--- src/rtl/edge_evt_pkg.sv ---
// Shared definitions for the edge event arbiter.
//   MODE_*  : per-channel 2-bit mode encoding (off / rising / falling / both)
//   EDGE_*  : edge-type encoding carried with every event
//   edge_enabled() : decides whether a detected edge is accepted by a mode
package edge_evt_pkg;

    localparam logic [1:0] MODE_OFF  = 2'b00;
    localparam logic [1:0] MODE_RISE = 2'b01;
    localparam logic [1:0] MODE_FALL = 2'b10;
    localparam logic [1:0] MODE_BOTH = 2'b11;

    localparam logic EDGE_FALL = 1'b0;
    localparam logic EDGE_RISE = 1'b1;

    function automatic logic edge_enabled(input logic [1:0] mode,
                                          input logic       rise,
                                          input logic       fall);
        return (rise && (mode == MODE_RISE || mode == MODE_BOTH)) ||
               (fall && (mode == MODE_FALL || mode == MODE_BOTH));
    endfunction

endpackage

--- src/rtl/edge_evt_ch.sv ---
// One trigger channel: edge detection, mode qualification and a single-entry
// pending slot holding the edge type of the oldest unserved event.
// Ports:
//   clk, rst_n  : clock, synchronous active-low reset
//   trigger     : level input for this channel
//   mode        : 2-bit mode (off / rise / fall / both)
//   grant       : the arbiter moves this channel's event to the output now
//   pending     : an event is waiting
//   edge_type   : edge type of the waiting event (EDGE_RISE / EDGE_FALL)
//   drop        : a qualified edge is being discarded this cycle
module edge_evt_ch
    import edge_evt_pkg::*;
(
    input  logic       clk,
    input  logic       rst_n,
    input  logic       trigger,
    input  logic [1:0] mode,
    input  logic       grant,
    output logic       pending,
    output logic       edge_type,
    output logic       drop
);

    logic trig_q;
    logic rise_det;
    logic fall_det;
    logic qual;

    always_comb begin
        rise_det = trigger & ~trig_q;
        fall_det = ~trigger & trig_q;
        qual     = edge_enabled(mode, rise_det, fall_det);
        // The slot is only free for a new edge if it is empty or being
        // emptied by the arbiter in this same cycle.
        drop     = qual & pending & ~grant;
    end

    always_ff @(posedge clk) begin
        // trig_q tracks the input even in reset so a level already high at
        // release is not mistaken for a rising edge.
        trig_q <= trigger;
        if (!rst_n) begin
            pending   <= 1'b0;
            edge_type <= EDGE_FALL;
        end else if (mode == MODE_OFF) begin
            pending <= 1'b0;
        end else if (qual && (!pending || grant)) begin
            pending   <= 1'b1;
            edge_type <= rise_det ? EDGE_RISE : EDGE_FALL;
        end else if (grant) begin
            pending <= 1'b0;
        end
    end

endmodule

--- src/rtl/edge_event_arbiter.sv ---
// Multi-channel edge event controller. Each channel detects qualified edges
// into a one-deep pending slot; a round-robin arbiter serialises pending
// events into a registered output stream and overflow is counted.
// Ports:
//   clk, rst_n  : clock, synchronous active-low reset
//   trigger     : NUM_CH level inputs
//   mode        : 2 bits per channel, channel i at [2i+1:2i]
//   evt_valid / evt_ready / evt_ch / evt_rise : output event stream
//   pending     : per-channel pending flags (status)
//   drop_cnt    : saturating count of events lost to overflow
//
// Handshake: an event transfers on a clk edge where evt_valid && evt_ready.
// While evt_valid is high and evt_ready low, evt_ch/evt_rise stay constant
// and evt_valid stays high; evt_valid never depends combinationally on
// evt_ready.
module edge_event_arbiter
    import edge_evt_pkg::*;
#(
    parameter  int NUM_CH = 4,
    parameter  int CNT_W  = 8,
    localparam int CH_W   = $clog2(NUM_CH)
) (
    input  logic                  clk,
    input  logic                  rst_n,
    input  logic [NUM_CH-1:0]     trigger,
    input  logic [2*NUM_CH-1:0]   mode,
    output logic                  evt_valid,
    input  logic                  evt_ready,
    output logic [CH_W-1:0]       evt_ch,
    output logic                  evt_rise,
    output logic [NUM_CH-1:0]     pending,
    output logic [CNT_W-1:0]      drop_cnt
);

    localparam int               ACC_W   = CNT_W + 5;
    localparam logic [CNT_W-1:0] CNT_MAX = '1;

    logic [NUM_CH-1:0] edge_type;
    logic [NUM_CH-1:0] drops;
    logic [NUM_CH-1:0] grant;
    logic [CH_W-1:0]   rr_ptr;
    logic [CH_W-1:0]   winner;
    logic [CH_W-1:0]   next_ptr;
    logic              found;
    logic              load;
    logic [4:0]        n_drop;
    logic [ACC_W-1:0]  drop_sum;
    logic [CNT_W-1:0]  drop_next;

    for (genvar i = 0; i < NUM_CH; i++) begin : g_ch
        edge_evt_ch u_ch (
            .clk       (clk),
            .rst_n     (rst_n),
            .trigger   (trigger[i]),
            .mode      (mode[2*i +: 2]),
            .grant     (grant[i]),
            .pending   (pending[i]),
            .edge_type (edge_type[i]),
            .drop      (drops[i])
        );
    end

    // Output register is free when empty or being drained this cycle.
    assign load = !evt_valid || evt_ready;

    // Round-robin search starting at rr_ptr, wrapping modulo NUM_CH.
    always_comb begin
        int idx;
        idx    = 0;
        found  = 1'b0;
        winner = '0;
        for (int off = 0; off < NUM_CH; off++) begin
            idx = int'(rr_ptr) + off;
            if (idx >= NUM_CH) idx = idx - NUM_CH;
            if (!found && pending[idx]) begin
                found  = 1'b1;
                winner = CH_W'(idx);
            end
        end
        next_ptr = (winner == CH_W'(NUM_CH - 1)) ? '0 : winner + CH_W'(1);
    end

    always_comb begin
        grant = '0;
        for (int i = 0; i < NUM_CH; i++) begin
            grant[i] = load && found && (winner == CH_W'(i));
        end
    end

    // Several channels can overflow in one cycle; add them all, then clamp.
    always_comb begin
        n_drop = '0;
        for (int i = 0; i < NUM_CH; i++) begin
            n_drop = n_drop + 5'(drops[i]);
        end
        drop_sum  = ACC_W'(drop_cnt) + ACC_W'(n_drop);
        drop_next = (drop_sum > ACC_W'(CNT_MAX)) ? CNT_MAX : drop_sum[CNT_W-1:0];
    end

    always_ff @(posedge clk) begin
        if (!rst_n) begin
            evt_valid <= 1'b0;
            evt_ch    <= '0;
            evt_rise  <= 1'b0;
            rr_ptr    <= '0;
            drop_cnt  <= '0;
        end else begin
            drop_cnt <= drop_next;
            if (load) begin
                if (found) begin
                    evt_valid <= 1'b1;
                    evt_ch    <= winner;
                    evt_rise  <= edge_type[winner];
                    rr_ptr    <= next_ptr;
                end else begin
                    evt_valid <= 1'b0;
                end
            end
        end
    end

endmodule

--- config.mk ---
export PLATFORM = sky130hd
export DESIGN_NAME = edge_event_arbiter
export DESIGN_NICKNAME = d
export VERILOG_FILES = /design/src/rtl/edge_evt_pkg.sv /design/src/rtl/edge_evt_ch.sv /design/src/rtl/edge_event_arbiter.sv
export SDC_FILE = /design/constraint.sdc
export NUM_CORES = 1
export LEC_CHECK = 0
export ABC_CLOCK_PERIOD_IN_PS = 4050
export CAP_MARGIN = 20
export CORE_MARGIN = 2
export CORE_UTILIZATION = 45
export CTS_CLUSTER_SIZE = 10
export DETAILED_ROUTE_END_ITERATION = 10
export PLACE_DENSITY = 0.71
export SYNTH_ARGS = -nofsm -noshare
export SYNTH_HDL_FRONTEND = slang
export SYNTH_HIERARCHICAL = 1
export SYNTH_SLANG_ARGS = --single-unit
export TNS_END_PERCENT = 100
--- constraint.sdc ---
create_clock -name clk -period 4.05 [get_ports clk]
set_clock_uncertainty 0.2 [all_clocks]
set_input_delay 0.6075 -clock clk [delete_from_list [all_inputs] [get_ports clk]]
set_output_delay 0.6075 -clock clk [all_outputs]
set_load 0.05 [all_outputs]
---- Yosys cells after proc, flatten, opt, wreduce, memory -nomap -nowiden ----
Index checks and enable logic that the tools add are counted.
storage, ports and cells
  flip-flop bits (word level) ............. 26
  latch bits .............................. 0
  memory bits (writable) .................. 0
  ROM bits ................................ 0
  logic and storage cells ................. 191
  memories ................................ 0
cells by class
  add/subtract/negate cells ............... 12
  $mul .................................... 0
  div/mod/pow operators ................... 0
  magnitude comparators ................... 10
  eq/ne operators ......................... 15
  shift operators ......................... 0
  multiplexer cells ....................... 41
  bitwise logic cells ..................... 33
  reduce and logical (&&, ||, !) cells .... 63
operators by type and width
  kind                                                                             number
  32-bit by 4-bit < comparator with 1-bit output, second input constant            4
  32-bit two-way mux                                                               4
  1-bit two-way mux                                                                26
  2-bit == test, second input constant                                             10
  1-bit logical AND                                                                20
  1-bit logical OR                                                                 17
  1-bit inverter                                                                   17
  1-bit bitwise AND                                                                16
  3-bit by 3-bit subtractor with 4-bit output, second input constant               3
  1-bit binary-select mux with 2-bit select                                        5
  2-bit by 1-bit == test with 1-bit output, second input constant                  5
  2-bit zero test                                                                  5
  2-bit two-way mux                                                                5
  2-bit AND reduction                                                              5
  8-bit by 4-bit adder with 9-bit output                                           1
  3-bit greater-or-equal comparator, second input constant                         3
  9-bit by 8-bit greater-than comparator with 1-bit output, second input constant  1
  1-bit zero test                                                                  8
  8-bit two-way mux                                                                1
  2-bit nonzero test                                                               4
  2-bit OR reduction                                                               4
  2-bit by 2-bit adder with 3-bit output, second input constant                    2
  3-bit by 1-bit adder with 4-bit output                                           1
  2-bit by 3-bit subtractor with 4-bit output, second input constant               1
  other kinds (6)                                                                  6

---- Logic depth before layout (Yosys ltp) ----
Gate-level depths: netlist (run 1).
  depth after elaboration ................. 25
  gate-level depth with buffers ........... 18
  gate-level depth less buffers ........... 18

---- Hierarchy ----
Netlist (run 1), hierarchy kept.
by module, submodules not included
  module              instances  cells each  area each (um^2)  seq. area each (um^2)
  edge_event_arbiter  1          96          903.4             280.3
  edge_evt_ch         4          16          152.6             60.1

---- Worst setup path after synthesis (run 1) ----
OpenSTA, ideal clock, no wires.
  path kind ............................... register to register
  start ................................... register g_ch[3].u_ch.pending
  end ..................................... register drop_cnt[0]
  arrival ................................. 3610 ps
  path slack .............................. 107 ps
  stages on the path, launching flop included .. 16
  path buffers ............................ 0
  clock period less this slack ............ 3943 ps
  path through ............................ dfxtp_1 > nor3b_1 > or3_4 > ha_1 > and2_1 > or2b_1 > a21oi_1 > fa_1 > inv_1 > fa_1 > inv_1 > fa_1 > nand3_1 > nor2_1 > nand3_1 > a21oi_1
on the way
  word-level cells in the longest chain between the ends .. 23
  elaborated cells on any way between the ends .. 50
RTL lines
  what                                                      line                       text
  from (decl)                                               edge_evt_ch.sv:19          output logic pending,
  from (signal assigned)                                    edge_evt_ch.sv:43          pending <= 1'b0;
  from (signal assigned)                                    edge_evt_ch.sv:46          pending <= 1'b0;
  from (signal assigned)                                    edge_evt_ch.sv:48          pending <= 1'b1;
  1-bit binary-select mux with 2-bit select                 edge_event_arbiter.sv:75   if (!found && pending[idx]) begin
  1-bit two-way mux (implied by the code) (2 in series)     edge_event_arbiter.sv:75
  1-bit two-way mux                                         edge_event_arbiter.sv:75
  1-bit zero test                                           edge_event_arbiter.sv:75
  1-bit logical AND                                         edge_event_arbiter.sv:75
  1-bit two-way mux                                         edge_event_arbiter.sv:75
  1-bit zero test                                           edge_event_arbiter.sv:75
  1-bit logical AND                                         edge_event_arbiter.sv:75
  [... 6 more ...]                                          -
  via grant[0]                                              edge_event_arbiter.sv:40   logic [NUM_CH-1:0] grant;
  [... 1 more ...]                                          -
  1-bit bitwise AND (*)                                     edge_evt_ch.sv:35          drop = qual & pending & ~grant;
  via drops[0]                                              edge_event_arbiter.sv:39   logic [NUM_CH-1:0] drops;
  1-bit by 1-bit adder with 2-bit output (*)                edge_event_arbiter.sv:94   n_drop = n_drop + 5'(drops[i]);
  2-bit by 1-bit adder with 3-bit output (*)                edge_event_arbiter.sv:94
  3-bit by 1-bit adder with 4-bit output (*)                edge_event_arbiter.sv:94
  8-bit by 4-bit adder with 9-bit output (*)                edge_event_arbiter.sv:96   drop_sum = ACC_W'(drop_cnt) + ACC_W'(n_drop);
  9-bit by 8-bit greater-than comparator with 1-bit output  edge_event_arbiter.sv:97   drop_next = (drop_sum > ACC_W'(CNT_MAX)) ? CNT_MAX : drop_sum[CNT_W-1:0];
  8-bit two-way mux (*)                                     edge_event_arbiter.sv:97
  to (signal assigned)                                      edge_event_arbiter.sv:108  drop_cnt <= drop_next;
  to (decl)                                                 edge_event_arbiter.sv:32   output logic [CNT_W-1:0] drop_cnt
The timed path passes the listed nets; every way through them passes the cells marked *. The select of a mux whose other input is x is not followed.
A chain may end at the register's enable or synchronous reset.

---- Worst setup path after layout (run 1) ----
  start ................................... register g_ch[2].u_ch.pending
  end ..................................... register drop_cnt[5]
on the way
  word-level cells in the longest chain between the ends .. 23
  elaborated cells on any way between the ends .. 50
RTL lines
  what                                                      line
  from (decl)                                               edge_evt_ch.sv:19
  from (signal assigned)                                    edge_evt_ch.sv:43
  from (signal assigned)                                    edge_evt_ch.sv:46
  from (signal assigned)                                    edge_evt_ch.sv:48
  1-bit binary-select mux with 2-bit select                 edge_event_arbiter.sv:75
  1-bit two-way mux (implied by the code) (2 in series)     edge_event_arbiter.sv:75
  1-bit two-way mux                                         edge_event_arbiter.sv:75
  1-bit zero test                                           edge_event_arbiter.sv:75
  1-bit logical AND                                         edge_event_arbiter.sv:75
  1-bit two-way mux                                         edge_event_arbiter.sv:75
  1-bit zero test                                           edge_event_arbiter.sv:75
  1-bit logical AND                                         edge_event_arbiter.sv:75
  [... 6 more ...]                                          -
  via grant[0]                                              edge_event_arbiter.sv:40
  [... 1 more ...]                                          -
  1-bit bitwise AND (*)                                     edge_evt_ch.sv:35
  via drops[0]                                              edge_event_arbiter.sv:39
  1-bit by 1-bit adder with 2-bit output (*)                edge_event_arbiter.sv:94
  2-bit by 1-bit adder with 3-bit output (*)                edge_event_arbiter.sv:94
  3-bit by 1-bit adder with 4-bit output (*)                edge_event_arbiter.sv:94
  8-bit by 4-bit adder with 9-bit output (*)                edge_event_arbiter.sv:96
  9-bit by 8-bit greater-than comparator with 1-bit output  edge_event_arbiter.sv:97
  8-bit two-way mux (*)                                     edge_event_arbiter.sv:97
Marks and branches as above.

==> impl_metrics.tcl, run 1 <==
set metrics [dict create \
    htree_num_levels 1 \
    synth-compound-area-share 0.2231 \
    grt_use_total 0.1844 \
    setup_violations 0 \
    die_h_um 62 \
    cap_violations 0 \
    cp.required_ns 4.06 \
    post-route-period-util 0.9382 \
    seq_area_frac_synth 0.3438 \
    synth-edff-count 0 \
    postRouteAntennaNets 0 \
    portBuffers 30 \
    slew_viol_final 0 \
    yosys.area_share.simple 0.2744 \
    final_nets 223 \
    path_max_fanout 7 \
    synthCells 160 \
    cts.path.max_buffers 2 \
    top_usage_layer "met2" \
    finalHoldViolCount 0 \
    cp.arrival_ns 3.81 \
    die_area_um2 3844 \
    diodes 0 \
    ios 31 \
    fin_crit_ns 3.800 \
    postCtsHoldBufs 0 \
    outcome "complete, no violations" \
    grt_pass1_wl_um 5195 \
    root_buffer "clkbuf_4" \
    place_inst 241 \
    cp-start-kind "register" \
    place_area_um2 1913 \
    ff_latch_area_um2 523.0 \
    muxShareOfSynthArea 0.02645 \
    grtUsageMet2 0.3333 \
    critPathCaptureType "register" \
    firstDrtPassIters 4 \
    grt_util_met3 0.02692 \
    detailed_place_hpwl_um 2548 \
    wire_per_inst_um 13.02 \
    async_reset_ff_frac 0 \
    synth_top_family_by_area "simple AND/OR/NAND/NOR gates" \
    clk_pin_slew_worst_paths_ns 0.15 \
    grt_max_degree 18 \
    synth_top_flop_cell "dfxtp_1" \
    cts_made_buffers 3 \
    ir_drop_uv 212.3 \
    fin_ws_ns 0.2504 \
    drive_gt1_frac 0.1809 \
    antenna_found_initial 0 \
    cts_resized 0 \
    leakagePower_nw 0.7711 \
    worst_hold_slack_ns 0.2992 \
    tightest_slew_ns 0.6832 \
    area_growth_pct 30.00 \
    rsz0062_at_grt "false" \
    vias 1286 \
    synthAdderAreaFrac 0.08099 \
    ys_ff_latch 26 \
    synth.cell_area_um2 1514 \
    hp-class "register to register" \
    gp_congestion 0.8006 \
    start_util 0.4610 \
    crit_type "register to register" \
    p_per_area_nw_per_um2 337.6 \
    cts_tree "built" \
    post-cts-setup-buffers 0 \
    yosys.area_share.xor_xnor 0.02314 \
    ys_warn_count 6 \
    totalPowerFinal_uw 664.5 \
    globalRouteOverflowTotal 0 \
    die_w_um 62 \
    stdcell_count 245 \
    remaining_drc_errors 0 \
    synth_cell_type_count 42 \
    max_freq_mhz 263.2 \
    clock_latency_ns 0.33 \
    maxSlewHeadroom 0.5431 \
    grt_util_met1 0.2107 \
    pre_cts_ws_ns -0.04891 \
    stdcell_area_um2 1968 \
    multi_input_area_um2 950.9 \
    first_global_vias 1261 \
    rows 21 \
    wl_um 3191 \
    syn_area_per_cell_um2 9.462 \
    drt_iter0_drc 50 \
    cts.sinks 26 \
    synth_nets 183 \
    fillers 304 \
    core_area_um2 3284 \
    viasPerCell 5.249 \
]
-- stage by stage --
stage	TNS, ns	utilization
2_1_floorplan	0	-
3_3_place_gp	0	0.5825
3_5_place_dp	-0.1879	0.5825
4_1_cts	0	0.5985
5_1_grt	0	0.5992
6_report	0	0.5992
-- worst max-delay path: stages, from the launching register on --
cell,delay [ns]
dfxtp_1,0.57
nor2_1,0.08
or3_4,0.42
ha_1,0.19
and2_1,0.14
or2b_1,0.24
a21oi_1,0.18
fa_1,0.44
inv_1,0.07
fa_1,0.15
inv_1,0.05
fa_1,0.40
nand3_1,0.15
nor2_1,0.09
nand3_1,0.19
a21oi_1,0.10
-- logic make-up (layout without fill, tap and decap cells) --
family | count (synthesis) | after routing
AOI/OAI and AO/OA | 47 | 47
and+or+nand+nor | 61 | 61
xor gates and xnor gates | 4 | 4
DFF | 26 | 26
buffers and inverters | 10 | 49
muxes | 4 | 4
adders and majority gates | 8 | 8
-- final timing paths --
check / startpoint / endpoint / slack [ns] / cells past startpoint
worst max-delay path: g_ch[2].u_ch/pending / drop_cnt[5] / 0.25 / 15
worst min-delay path: g_ch[3].u_ch/edge_type / g_ch[3].u_ch/edge_type / 0.30 / 2
worst max register to register: g_ch[2].u_ch/pending / drop_cnt[5] / 0.25 / 15
worst min register to register: g_ch[3].u_ch/edge_type / g_ch[3].u_ch/edge_type / 0.30 / 2
-- area by class of cell --
cell class,instances,share of cell area
clock buffer,3,0.01144
clock inverter,1,0.01526
inverter,9,0.01971
multi-input combinational,124,0.4832
sequential,26,0.2657
tap,46,0.02924
timing repair buffer,36,0.1755
-- Yosys cell counts, types with 4 or more instances --
library cell / number / area (µm²)
inv_1: 7 / 26.28
a21boi_1: 4 / 30.03
mux2i_1: 4 / 40.04
nand3b_1: 6 / 45.04
nor2b_4: 4 / 55.05
nor2_1: 7 / 26.28
and2_1: 5 / 31.28
ha_1: 5 / 62.56
a21oi_1: 13 / 65.06
nor2b_2: 4 / 35.03
o21ai_1: 14 / 70.07
and2b_1: 4 / 30.03
dfxtp_1: 26 / 520.5
o211ai_2: 4 / 50.05
or2b_1: 4 / 30.03
nand2_1: 12 / 45.04
-- registers in the layout, summed over array words and instances, names as in the netlist --
signal and flops:
g_ch.u_ch/edge_type 4, evt_ch 2, evt_valid 1, drop_cnt 8
g_ch.u_ch/pending 4, rr_ptr 2, evt_rise 1, g_ch.u_ch/trig_q 4
-- routing by layer --
metal,share of wire,vias to the layer above
li1,-,640
met1,0.44,614
met2,0.52,26
met3,0.024,6
met4,0.019,0
met5,0,-
-- cell usage in the layout, fill, tap and decap left out, types with 2 or more instances in the layout --
cell and count:
inv_1 7, fa_1 3, dfxtp_2 2, nand2b_1 2, or2b_1 4, nor2b_1 2, a21boi_1 4, o21ai_1 14
clkdlybuf4s50_1 30, a21oi_1 13, nand3_1 3, nand2_1 12, o21ai_0 3, o211ai_2 4, nor2b_2 4, and2b_1 4
dfxtp_1 24, nor2b_4 4, nor2_1 7, clkbuf_4 3, o211ai_1 2, xor2_1 3, mux2i_1 4, and2_1 5
ha_1 5, buf_4 6, nand3b_1 6
-- power by group --
group / internal, mW / leakage, nW / total (mW) / switching (mW)
sequential: 0.273 / 0.214 / 0.295 / 0.0214
clock: 0.100 / 0.0279 / 0.181 / 0.0809
combinational: 0.0869 / 0.529 / 0.189 / 0.102
Note: power is estimated with default switching activity, not from simulation.
==> run 2: changes to the inputs <==
Settings changed: CORE_MARGIN 2 to default, RECOVER_POWER from default to 25.
==> run 2 against run 1 <==
Sequential power about the same. Die area down 6.3%. Flip-flop and latch count unchanged. Clock power about the same. Cell area down 0.51%. Utilization up 2.7 points.
==> impl_metrics.tcl, run 2 (synthesized netlist as in run 1, its figures left out) <==
set metrics [dict create \
    outcome "complete, no violations" \
    tns_ns 0 \
    cp.required_ns 4.07 \
    post-cts-setup-buffers 0 \
    fin_crit_ns 3.798 \
    power_frac_seq 0.441 \
    power.switching_fraction 0.3125 \
    start_util 0.4840 \
    worst_hold_slack_ns 0.2887 \
    rows 20 \
    ios 31 \
    die_w_um 60 \
    slew_viol_final 0 \
    die_area_um2 3600 \
    cts.sinks 26 \
    gp_congestion 0.8183 \
    path_max_fanout 6 \
    globalRouteOverflowTotal 0 \
    detailed_place_hpwl_um 2539 \
    tightest_slew_ns 0.6707 \
    p_sw_uw 208.0 \
    die_h_um 60 \
    hp-class "register to register" \
    largest_reg_flops 8 \
    postRouteAntennaNets 0 \
    finalHoldViolCount 0 \
    cp.arrival_ns 3.81 \
    pre_cts_ws_ns 0.03169 \
    critPathCaptureType "register" \
    wire_per_inst_um 13.49 \
    grt_pass1_wl_um 5513 \
    fillers 285 \
    p_per_area_nw_per_um2 339.9 \
    diodes 0 \
    drive_gt1_frac 0.1608 \
    clock_latency_ns 0.33 \
    leakagePower_nw 0.7684 \
    cts_resized 0 \
    ir_drop_uv 157.5 \
    root_buffer "clkbuf_4" \
    clkPwrFrac 0.275 \
    cts.path.max_buffers 2 \
    clk_pin_slew_worst_paths_ns 0.15 \
    post-route-period-util 0.9378 \
    viasPerCell 5.218 \
    combPwrFrac 0.284 \
    antenna_found_initial 0 \
    vias 1268 \
    cts_made_buffers 3 \
    drt_iter0_drc 70 \
    rsz0062_at_grt "false" \
    portBuffers 30 \
    setup_violations 0 \
    postCtsHoldBufs 0 \
    top_register "drop_cnt" \
    cts_tree "built" \
    p_int_uw 457.5 \
    crit_type "register to register" \
    cp-start-kind "register" \
    wl_um 3279 \
    maxSlewHeadroom 0.5514 \
    cap_violations 0 \
    final_nets 223 \
    remaining_drc_errors 0 \
    max_freq_mhz 263.3 \
    firstDrtPassIters 4 \
    final_cell_mix "dfxtp_1 (26), clkdlybuf4s50_1 (25), o21ai_1 (14)" \
    grt_use_total 0.2081 \
    fin_ws_ns 0.2517 \
    totalPowerFinal_uw 665.5 \
    htree_num_levels 1 \
    first_global_vias 1294 \
    core_area_um2 3128 \
    grt_max_degree 18 \
    layout_commonest_cell "dfxtp_1" \
    area_growth_pct 29.34 \
]
-- run 2: cell count changes in the layout (fill, tap and decap cells not counted) --
cell,before,now
and2b_1,4,5
and2b_2,1,0
buf_4,6,5
clkbuf_1,0,1
clkdlybuf4s50_1,30,25
dfxtp_1,24,26
dfxtp_2,2,0
dlygate4sd3_1,0,5
-- run 2: final timing paths --
check	startpoint	endpoint	slack [ns]	depth (start not counted)
worst max-delay path	g_ch[1].u_ch/pending	drop_cnt[5]	0.25	16
worst min-delay path	evt_valid	evt_valid	0.29	2
worst max register to register	g_ch[1].u_ch/pending	drop_cnt[5]	0.25	16
worst min register to register	evt_valid	evt_valid	0.29	2
-- run 2: per-layer routing --
layer / global-route usage / wire length, µm / part of all wire
met5: 0 / 0 / 0
met3: 0.04113 / 90 / 0.027
met4: 0.09635 / 65 / 0.020
met1: 0.2347 / 1464 / 0.45
met2: 0.3730 / 1659 / 0.51
-- run 2: critical path: stages (launching register included) --
cell     delay (ns)
dfxtp_1        0.44
a21oi_2        0.14
nor3b_1        0.06
or3_4          0.43
ha_1           0.19
and2_1         0.14
or2b_1         0.24
a21oi_1        0.17
fa_1           0.45
inv_1          0.08
fa_1           0.16
inv_1          0.06
fa_1           0.40
nand3_1        0.14
nor2_1         0.08
nand3_1        0.19
a21oi_1        0.10
-- run 2: cell type report --
type / count / area (µm²) / share of cell area
multi-input combinational: 124 / 949.7 / 0.4850
sequential: 26 / 520.5 / 0.2658
timing repair buffer: 36 / 341.6 / 0.1744
tap: 44 / 55.05 / 0.02811
inverter: 9 / 38.79 / 0.01981
clock inverter: 1 / 30.03 / 0.01534
clock buffer: 3 / 22.52 / 0.01150
-- run 2: power by group through the flow --
stage	logic [mW]	registers [mW]	clock network, mW
3_5_place_dp	0.192	0.300	0
2_1_floorplan	0.0934	0.328	0
4_1_cts	0.193	0.294	0.188
5_1_grt	0.206	0.296	0.196
3_3_place_gp	0.187	0.298	0
6_report	0.189	0.294	0.183
-- run 2: per-stage QoR --
stage          utilization  std cells  area [µm²]
2_1_floorplan            -        160        1514
3_3_place_gp        0.6108        239        1911
3_5_place_dp        0.6108        239        1911
4_1_cts             0.6276        243        1963
5_1_grt             0.6260        243        1958
6_report            0.6260        243        1958
